[config.mk]
export PLATFORM = sky130hd
export DESIGN_NAME = sms_mem_bridge
export DESIGN_NICKNAME = d
export VERILOG_FILES = /design/src/rtl/sms_mem_pkg.sv /design/src/rtl/sms_word_cache.sv /design/src/rtl/sms_mem_bridge.sv
export SDC_FILE = /design/constraint.sdc
export NUM_CORES = 1
export LEC_CHECK = 0
export CAP_MARGIN = 20
export CORE_UTILIZATION = 39
export DETAILED_ROUTE_END_ITERATION = 6
export PLACE_DENSITY = 0.75
export RECOVER_POWER = 50
export SLEW_MARGIN = 20
export SYNTH_ARGS = -nofsm -noshare
export SYNTH_HDL_FRONTEND = slang
export SYNTH_SLANG_ARGS = --single-unit
[constraint.sdc]
create_clock -name clk -period 3.2 [get_ports clk]
set_input_delay 0.64 -clock clk [delete_from_list [all_inputs] [get_ports clk]]
set_output_delay 0.64 -clock clk [all_outputs]
set_load 0.01 [all_outputs]
[src/rtl/sms_mem_pkg.sv]
// ----------------------------------------------------------------------------
// sms_mem_pkg : shared FSM encoding, SDRAM widths and byte-lane helper.
// Rev 1.0
// ----------------------------------------------------------------------------
`default_nettype none

package sms_mem_pkg;

  localparam int SD_AW  = 24;
  localparam int WORD_W = 16;

  typedef enum logic [1:0] {
    ST_SYNC = 2'd0,
    ST_IDLE = 2'd1,
    ST_WAIT = 2'd2,
    ST_DONE = 2'd3
  } state_e;

  // Odd byte addresses live in the upper half of the SDRAM word.
  function automatic logic [1:0] byte_be(input logic addr0);
    return addr0 ? 2'b10 : 2'b01;
  endfunction

endpackage

`default_nettype wire

[src/rtl/sms_word_cache.sv]
// ----------------------------------------------------------------------------
// sms_word_cache : one-word read cache (tag, valid, data) with byte update.
// Rev 1.0
// ----------------------------------------------------------------------------
`default_nettype none

module sms_word_cache
  import sms_mem_pkg::*;
#(
  parameter int TAG_W    = 21,
  parameter bit CACHE_EN = 1'b1
) (
  input  logic              clk,
  input  logic              resetn,
  input  logic [TAG_W-1:0]  lookup_tag,
  output logic              hit,
  output logic [WORD_W-1:0] word,
  input  logic              upd_en,
  input  logic              upd_hi,
  input  logic [7:0]        upd_byte,
  input  logic              fill_en,
  input  logic [TAG_W-1:0]  fill_tag,
  input  logic [WORD_W-1:0] fill_data,
  input  logic              fill_valid,
  input  logic              inv
);

  logic              valid_q, valid_d;
  logic [TAG_W-1:0]  tag_q, tag_d;
  logic [WORD_W-1:0] data_q, data_d;
  logic              match;

  assign match = valid_q && (tag_q == lookup_tag);
  assign word  = data_q;

  generate
    if (CACHE_EN) begin : g_hit_on
      assign hit = match;
    end else begin : g_hit_off
      assign hit = 1'b0;
    end
  endgenerate

  always_comb begin
    valid_d = valid_q;
    tag_d   = tag_q;
    data_d  = data_q;
    if (fill_en) begin
      valid_d = fill_valid;
      tag_d   = fill_tag;
      data_d  = fill_data;
    end else if (upd_en && match) begin
      if (upd_hi) data_d[15:8] = upd_byte;
      else        data_d[7:0]  = upd_byte;
    end
    // Invalidate wins over any fill or update landing in the same cycle.
    if (inv) valid_d = 1'b0;
  end

  always_ff @(posedge clk or negedge resetn) begin
    if (!resetn) begin
      valid_q <= 1'b0;
      tag_q   <= '0;
      data_q  <= '0;
    end else begin
      valid_q <= valid_d;
      tag_q   <= tag_d;
      data_q  <= data_d;
    end
  end

endmodule

`default_nettype wire

[src/rtl/sms_mem_bridge.sv]
// ----------------------------------------------------------------------------
// sms_mem_bridge : 8-bit CPU bus to 16-bit toggle-handshake SDRAM port bridge.
// Rev 1.0
// ----------------------------------------------------------------------------
`default_nettype none

module sms_mem_bridge
  import sms_mem_pkg::*;
#(
  parameter logic [SD_AW-1:0] BASE_WADDR = 24'h000000,
  parameter int               ADDR_W     = 22,
  parameter bit               CACHE_EN   = 1'b1
) (
  input  logic              clk,
  input  logic              resetn,
  input  logic              cpu_req,
  input  logic              cpu_we,
  input  logic [ADDR_W-1:0] cpu_addr,
  input  logic [7:0]        cpu_din,
  output logic [7:0]        cpu_dout,
  output logic              cpu_rdy,
  output logic              cpu_busy,
  input  logic              inv,
  output logic              err,
  output logic              sd_req,
  input  logic              sd_ack,
  output logic              sd_wr,
  output logic [SD_AW-1:0]  sd_addr,
  output logic [15:0]       sd_din,
  output logic [1:0]        sd_be,
  input  logic [15:0]       sd_dout
);

  state_e             state_q, state_d;
  logic               sd_req_q, sd_req_d;
  logic               sd_wr_q, sd_wr_d;
  logic [SD_AW-1:0]   sd_addr_q, sd_addr_d;
  logic [15:0]        sd_din_q, sd_din_d;
  logic [1:0]         sd_be_q, sd_be_d;
  logic [7:0]         cpu_dout_q, cpu_dout_d;
  logic               cpu_rdy_q, cpu_rdy_d;
  logic               err_q, err_d;
  logic               ack_match_q, ack_match_d;
  logic               inv_pend_q, inv_pend_d;
  logic               we_q, we_d;
  logic [ADDR_W-1:0]  addr_q, addr_d;

  logic               cache_hit;
  logic [WORD_W-1:0]  cache_word;
  logic               upd_en, fill_en, fill_valid;

  sms_word_cache #(
    .TAG_W    (ADDR_W - 1),
    .CACHE_EN (CACHE_EN)
  ) u_cache (
    .clk        (clk),
    .resetn     (resetn),
    .lookup_tag (cpu_addr[ADDR_W-1:1]),
    .hit        (cache_hit),
    .word       (cache_word),
    .upd_en     (upd_en),
    .upd_hi     (cpu_addr[0]),
    .upd_byte   (cpu_din),
    .fill_en    (fill_en),
    .fill_tag   (addr_q[ADDR_W-1:1]),
    .fill_data  (sd_dout),
    .fill_valid (fill_valid),
    .inv        (inv)
  );

  assign cpu_busy = (state_q != ST_IDLE) | cpu_rdy_q;

  always_comb begin
    state_d    = state_q;
    sd_req_d   = sd_req_q;
    sd_wr_d    = sd_wr_q;
    sd_addr_d  = sd_addr_q;
    sd_din_d   = sd_din_q;
    sd_be_d    = sd_be_q;
    cpu_dout_d = cpu_dout_q;
    cpu_rdy_d  = 1'b0;
    inv_pend_d = inv_pend_q;
    we_d       = we_q;
    addr_d     = addr_q;
    upd_en     = 1'b0;
    fill_en    = 1'b0;
    fill_valid = 1'b0;
    err_d      = err_q | (cpu_req & cpu_busy);

    case (state_q)
      ST_SYNC: begin
        if (sd_ack != sd_req_q) sd_req_d = sd_ack;
        else                    state_d  = ST_IDLE;
      end
      ST_IDLE: begin
        if (cpu_req && !cpu_rdy_q) begin
          we_d   = cpu_we;
          addr_d = cpu_addr;
          if (!cpu_we && cache_hit && !inv) begin
            state_d = ST_DONE;
          end else begin
            upd_en     = cpu_we;
            sd_wr_d    = cpu_we;
            sd_addr_d  = BASE_WADDR + SD_AW'(cpu_addr[ADDR_W-1:1]);
            sd_din_d   = {cpu_din, cpu_din};
            sd_be_d    = cpu_we ? byte_be(cpu_addr[0]) : 2'b11;
            sd_req_d   = ~sd_req_q;
            inv_pend_d = 1'b0;
            state_d    = ST_WAIT;
          end
        end
      end
      ST_WAIT: begin
        // Any invalidate seen while the fill is in flight makes the fill stale.
        inv_pend_d = inv_pend_q | inv;
        if (ack_match_q) begin
          fill_en    = !we_q;
          fill_valid = !(inv_pend_q | inv);
          state_d    = ST_DONE;
        end
      end
      ST_DONE: begin
        cpu_rdy_d = 1'b1;
        if (!we_q) cpu_dout_d = addr_q[0] ? cache_word[15:8] : cache_word[7:0];
        state_d = ST_IDLE;
      end
      default: state_d = ST_SYNC;
    endcase

    // Compared against the next toggle so the issue cycle never sees a stale match.
    ack_match_d = (sd_ack == sd_req_d);
  end

  always_ff @(posedge clk or negedge resetn) begin
    if (!resetn) begin
      state_q     <= ST_SYNC;
      sd_req_q    <= 1'b0;
      sd_wr_q     <= 1'b0;
      sd_addr_q   <= '0;
      sd_din_q    <= '0;
      sd_be_q     <= '0;
      cpu_dout_q  <= '0;
      cpu_rdy_q   <= 1'b0;
      err_q       <= 1'b0;
      ack_match_q <= 1'b0;
      inv_pend_q  <= 1'b0;
      we_q        <= 1'b0;
      addr_q      <= '0;
    end else begin
      state_q     <= state_d;
      sd_req_q    <= sd_req_d;
      sd_wr_q     <= sd_wr_d;
      sd_addr_q   <= sd_addr_d;
      sd_din_q    <= sd_din_d;
      sd_be_q     <= sd_be_d;
      cpu_dout_q  <= cpu_dout_d;
      cpu_rdy_q   <= cpu_rdy_d;
      err_q       <= err_d;
      ack_match_q <= ack_match_d;
      inv_pend_q  <= inv_pend_d;
      we_q        <= we_d;
      addr_q      <= addr_d;
    end
  end

  assign sd_req   = sd_req_q;
  assign sd_wr    = sd_wr_q;
  assign sd_addr  = sd_addr_q;
  assign sd_din   = sd_din_q;
  assign sd_be    = sd_be_q;
  assign cpu_dout = cpu_dout_q;
  assign cpu_rdy  = cpu_rdy_q;
  assign err      = err_q;

endmodule

`default_nettype wire

Word-level counts from Yosys, hierarchy flattened
Cells that the tools add are included.
- register bits after elaboration: 116
- output and inout bits: 55
- eq/ne operators: 12
- muxes and demuxes: 29
- bitwise operators: 7
- reductions and logical operators: 22
- operators with widths (operator ; count):
    $mux W16 ; 2
    $mux W8 ; 3
    $eq A21 B21 Y1 ; 1
    $mux W1 ; 16
    $mux W2 ; 5
    $reduce_and A3 Y1 ; 3
    $ne A2 B2 Y1 const B ; 4
    $pmux W2 S4 ; 1
    $reduce_and A2 Y1 ; 4
    $reduce_bool A2 Y1 ; 4
    $logic_and A1 B1 Y1 ; 5
    $logic_not A1 Y1 ; 5
    $eq A2 B2 Y1 const B ; 2
    $ne A2 B1 Y1 const B ; 2
    $pmux W1 S2 ; 2
    $not A1 Y1 ; 3
    $or A1 B1 Y1 ; 3
    $eq A2 B1 Y1 const B ; 1
    $logic_not A2 Y1 ; 1
    $and A1 B1 Y1 ; 1
    $eq A1 B1 Y1 ; 1
    $ne A1 B1 Y1 ; 1

Depth between registers and ports, before layout
- depth in word-level cells: 10
- gate-level depth with buffers: 9
- gate-level depth less buffers: 9

Modules after synthesis
A second synthesis with hierarchy kept.
- cells, all modules: 450
- area total of the unflattened synthesis: 5206.2 um^2
- by module, submodules not included (module ; times used ; cells each ; area each (um^2) ; sequential area each (um^2)):
    sms_mem_bridge ; 1 ; 254 ; 3059.2 ; 1751.7
    sms_word_cache ; 1 ; 196 ; 2147.1 ; 950.9

Least setup slack after synthesis
Ideal clock, no wire load.
- path kind: input -> register
- start: in cpu_addr[20]
- end: reg u_cache.data_q[0] (netlist: u_cache.word[0])
- library setup time: 0.137 ns
- data arrival time: 2.128 ns
- data required time: 3.063 ns
- setup slack: 0.935 ns
- stages: 7
- buffers on the path: 0
- cells stage by stage: xor2_1 > nor4_1 > nand3_1 > nor4_4 > nand2_1 > mux2i_1 > a21oi_1
- word-level cells in the longest chain between the ends: 10
- ends and longest elaborated chain (what ; line ; text):
    from (decl) ; sms_mem_bridge.sv:18 ; input logic [ADDR_W-1:0] cpu_addr,
    $eq A21 B21 Y1 * ; sms_word_cache.sv:33 ; assign match = valid_q && (tag_q == lookup_tag);
    $logic_and A1 B1 Y1 * ; sms_word_cache.sv:33 ;
    $logic_and A1 B1 Y1 (2 in series) ; sms_mem_bridge.sv:99 ; if (!cpu_we && cache_hit && !inv) begin
    $mux W1 ; sms_mem_bridge.sv:99 ;
    $mux W1 ; sms_mem_bridge.sv:96 ; if (cpu_req && !cpu_rdy_q) begin
    $mux W1 ; sms_mem_bridge.sv:90 ; case (state_q)
    $logic_and A1 B1 Y1 * ; sms_word_cache.sv:52 ; end else if (upd_en && match) begin
    $reduce_bool A2 Y1 (no line) * ; - ;
    $reduce_and A2 Y1 (no line) * ; - ;
    to (signal assigned) ; sms_word_cache.sv:68 ; data_q <= data_d;
    to (decl) ; sms_word_cache.sv:30 ; logic [WORD_W-1:0] data_q, data_d;
Every way passes the cells marked *; elsewhere a longest branch is shown, timed or not.
A chain may end at the register's enable or synchronous reset.

Final worst setup path
- start: in cpu_addr[9]
- end: reg u_cache.data_q[6] (netlist: u_cache.word[6])
The elaborated chain is that of the path after synthesis.

==> run_results.csv <==
group,metric,value,unit
clock_network,postCtsSetupBuffers,0,
synth,async_flop_share,1.000,
flow_run,drv_cap,1,
min_path,min_path_type,"flip-flop to flip-flop",
sta,worstMarginPinSlew,1508,ps
power,power.density,939.5,mW/mm²
sta,relSlewSlack,-0.005484,
setup_path,r2r_end,"ack_match_q",
setup_path,start_kind,"input pin",
setup_path,slowest_delay,460,ps
final_layout,nNetsFinal,611,
grt,grt_pass1_vias,3484,
clock_network,postCtsResizedCells,0,
final_layout,design_area,0.006087,mm²
run_status,violations,"DRC, capacitance limit, slew limit",
floorplanning,start_util,0.4059,
place,pre_cts_slack,-72.39,ps
sta,setup_viol,0,
min_path,hp-start,"err",
min_path,min_to,"err",
clock_network,cts_buffers,9,
grt,grt_pass1_wl,17490,µm
floorplanning,die_h,111.9,µm
sta,finalHoldViolCount,0,
final_layout,final_layout_size_suffix_gt1_frac,0.09892,
grt,grt_remaining_overflow,0,
clock_network,clk_latency,340,ps
clock_network,cts_max_level,3,
final_layout,n_antenna_cell,0,
setup_path,cp_cell_sequence,"clkdlybuf4s50_1 > xor2_1 > nor4_1 > nand2_1 > nor4_4 > buf_4 > nand2_1 > mux2i_1 > a21oi_1",
setup_path,worst-r2r-cell-count,8,
final_layout,final_common_cell,"nand2_1",
synth,synth_warnings,0,
floorplanning,rows,39,
sta,fin_crit,2880,ps
setup_path,endpoint_kind,"flip-flop",
synth,yosysSeqAreaShare,0.5732,
drt,drc,4,
drt,avgRoutedWirePerCell,15.56,µm
sta,setup_ws,320.4,ps
setup_path,crit_slowest_cell,"clkdlybuf4s50_1",
drt,viasPerCell,5.001,
place,placed_area,0.005807,mm²
drt,drt-pass1-iter-count,6,
clock_network,path_clk_slew,70,ps
synth,synth-edff-count,0,
clock_network,clockBufferDepth,2,
setup_path,path_max_fanout,8,
setup_path,worst_path_most_repeated_cell,"nand2_1",
synth,yosys.area.top_type,"dfrtp_1",
setup_path,crit_family,"simple AND/OR/NAND/NOR gates",
sta,rsz0062_at_grt,"no",
setup_path,worstSetupPathType,"input pin to flip-flop",
setup_path,cp.arrival,3070,ps
drt,dr_total_vias,3496,
synth,ys_types,30,
synth,avgSynthCellArea,10.25,µm²
final_layout,area_growth,29.11,%
run_status,status,"finished, violations left",
clock_network,clock-sinks,108,
floorplanning,fp.dieW,111.9,µm
floorplanning,coreArea,0.01161,mm²
drt,wl,10880,µm
sta,fmax,347.3,MHz
drt,drtIter0Drc,136,
sta,slew_violations,60,
grt,grt_use_total,0.1804,
power,p_leak,2.838,nW
setup_path,rr_startpoint,"state_q[1]",
grt,grt_antenna_before_repair,0,
drt,detail-route-antenna-nets,0,
grt,grt_max_degree,60,
synth,synth-main-ff-cell,"dfrtp_1",
sta,skew,7.647,ps
place,gp_congestion,0.8018,
sta,hold_slack,461.7,ps
synth,syn_inst,460,
final_layout,fillCellCount,1051,
setup_path,r2r_slack,580,ps
setup_path,critical_path_buf_inv_count,2,
clock_network,cts_tree,"built",
place,port_buffers,103,
setup_path,crit_required,3390,ps
power,vdd_drop_max,0.0004301,V
synth,synth_top_area_frac,0.5732,
clock_network,cts_hold_buf,0,
floorplanning,die_area,0.01253,mm²
synth,synth-seq-cells,108,
floorplanning,num_io_pins,107,
place,dp_hpwl,7515,µm
synth,ys_top_cells_by_area,"dfrtp_1 (57%), nand2_1 (13%), mux2_2 (6.9%)",
sta,fin_crit_sh,0.8999,
final_layout,final_cell_mix,"nand2_1 (161), dfrtp_1 (108), clkdlybuf4s50_1 (95), mux2_2 (29), nor2_1 (24)",
synth,syn_area,0.004715,mm²
min_path,whs_path_depth,1,
clock_network,clock-root-buffer,"clkbuf_16",
report_power, final:
| group | internal [mW] | switching [mW] | leakage [nW] |
|---|---|---|---|
| logic | 1.22 | 1.07 | 1.40 |
| clock network | 0.544 | 0.479 | 0.128 |
| registers | 2.01 | 0.392 | 1.31 |
state kept, by name, summed over array words and instances, names as in the netlist, 2 cells and up:
signal         cells
addr_q            22
cpu_dout           8
sd_addr           21
sd_be              2
sd_din             8
state_q            2
u_cache.tag_q     21
u_cache.word      16
kinds of logic after synthesis:
kind of cell	after synthesis	synth area share
AOI/OAI and AO/OA	40	0.05175
other	1	0.0007954
DFF	108	0.5732
buffers and inverters	37	0.04379
adders and majority gates	6	0.01592
and+or+nand+nor	201	0.1704
muxes	45	0.1032
xor gates and xnor gates	22	0.04087
worst register-to-register path, delay by kind of cell (launching register included):
family	cells	cell delay (ps)
and+or+nand+nor	2	370
DFF	1	370
buffers and inverters	2	980
xor gates and xnor gates	1	140
AOI/OAI and AO/OA	2	390
adders and majority gates	1	260
stage by stage:
stage          instances  TNS, ps    util  power (mW)
3_5_place_dp         684   -465.3  0.5000       4.730
5_1_grt              699        0  0.5241       6.106
2_1_floorplan        462        0       -       3.730
4_1_cts              698        0  0.5231       5.778
6_report             699        0  0.5241       5.719
3_3_place_gp         684        0  0.5000       4.614
area by class of cell:
cell class,instances,area (µm²),share of cell area
inverter,7,26.28,0.004317
multi-input combinational,317,1823,0.2995
sequential,108,2703,0.4440
timing repair buffer,110,1089,0.1788
tap,143,178.9,0.02939
clock buffer,11,242.7,0.03988
clock inverter,3,25.02,0.004111
cells in the mapped netlist, drive strengths merged (3+ instances only):
| cell | n |
|---|---|
| xnor2 | 10 |
| mux2i | 16 |
| mux2 | 29 |
| a31oi | 10 |
| xor2 | 12 |
| nor4 | 4 |
| nand2 | 161 |
| clkbuf | 15 |
| nand3 | 3 |
| nor2 | 25 |
| o21ai | 12 |
| nand2b | 4 |
| inv | 7 |
| dfrtp | 108 |
| ha | 6 |
| buf | 15 |
| a21oi | 11 |
routing by layer:
metal  global-route usage  vias up  share of wire
met4              0.08000        0          0.025
met1               0.2264     1712           0.43
met3              0.04137       21          0.056
met5                    0        -              0
li1                     -     1663              -
met2               0.2986      100           0.49
worst max-delay path by stage:
| stage | startpoint | endpoint | slack, ps | depth (start not counted) |
|---|---|---|---|---|
| global placement | cpu_addr[9] | u_cache.word[2] | 50 | 9 |
| floorplan | cpu_addr[20] | u_cache.word[0] | 930 | 7 |
| detailed placement | cpu_addr[9] | u_cache.word[5] | -70 | 9 |
| finish | cpu_addr[9] | u_cache.word[6] | 320 | 9 |
| global route | cpu_addr[7] | u_cache.word[3] | 200 | 9 |
| CTS | cpu_addr[9] | u_cache.word[6] | 300 | 9 |
Note: power is estimated with default switching activity, not from simulation.
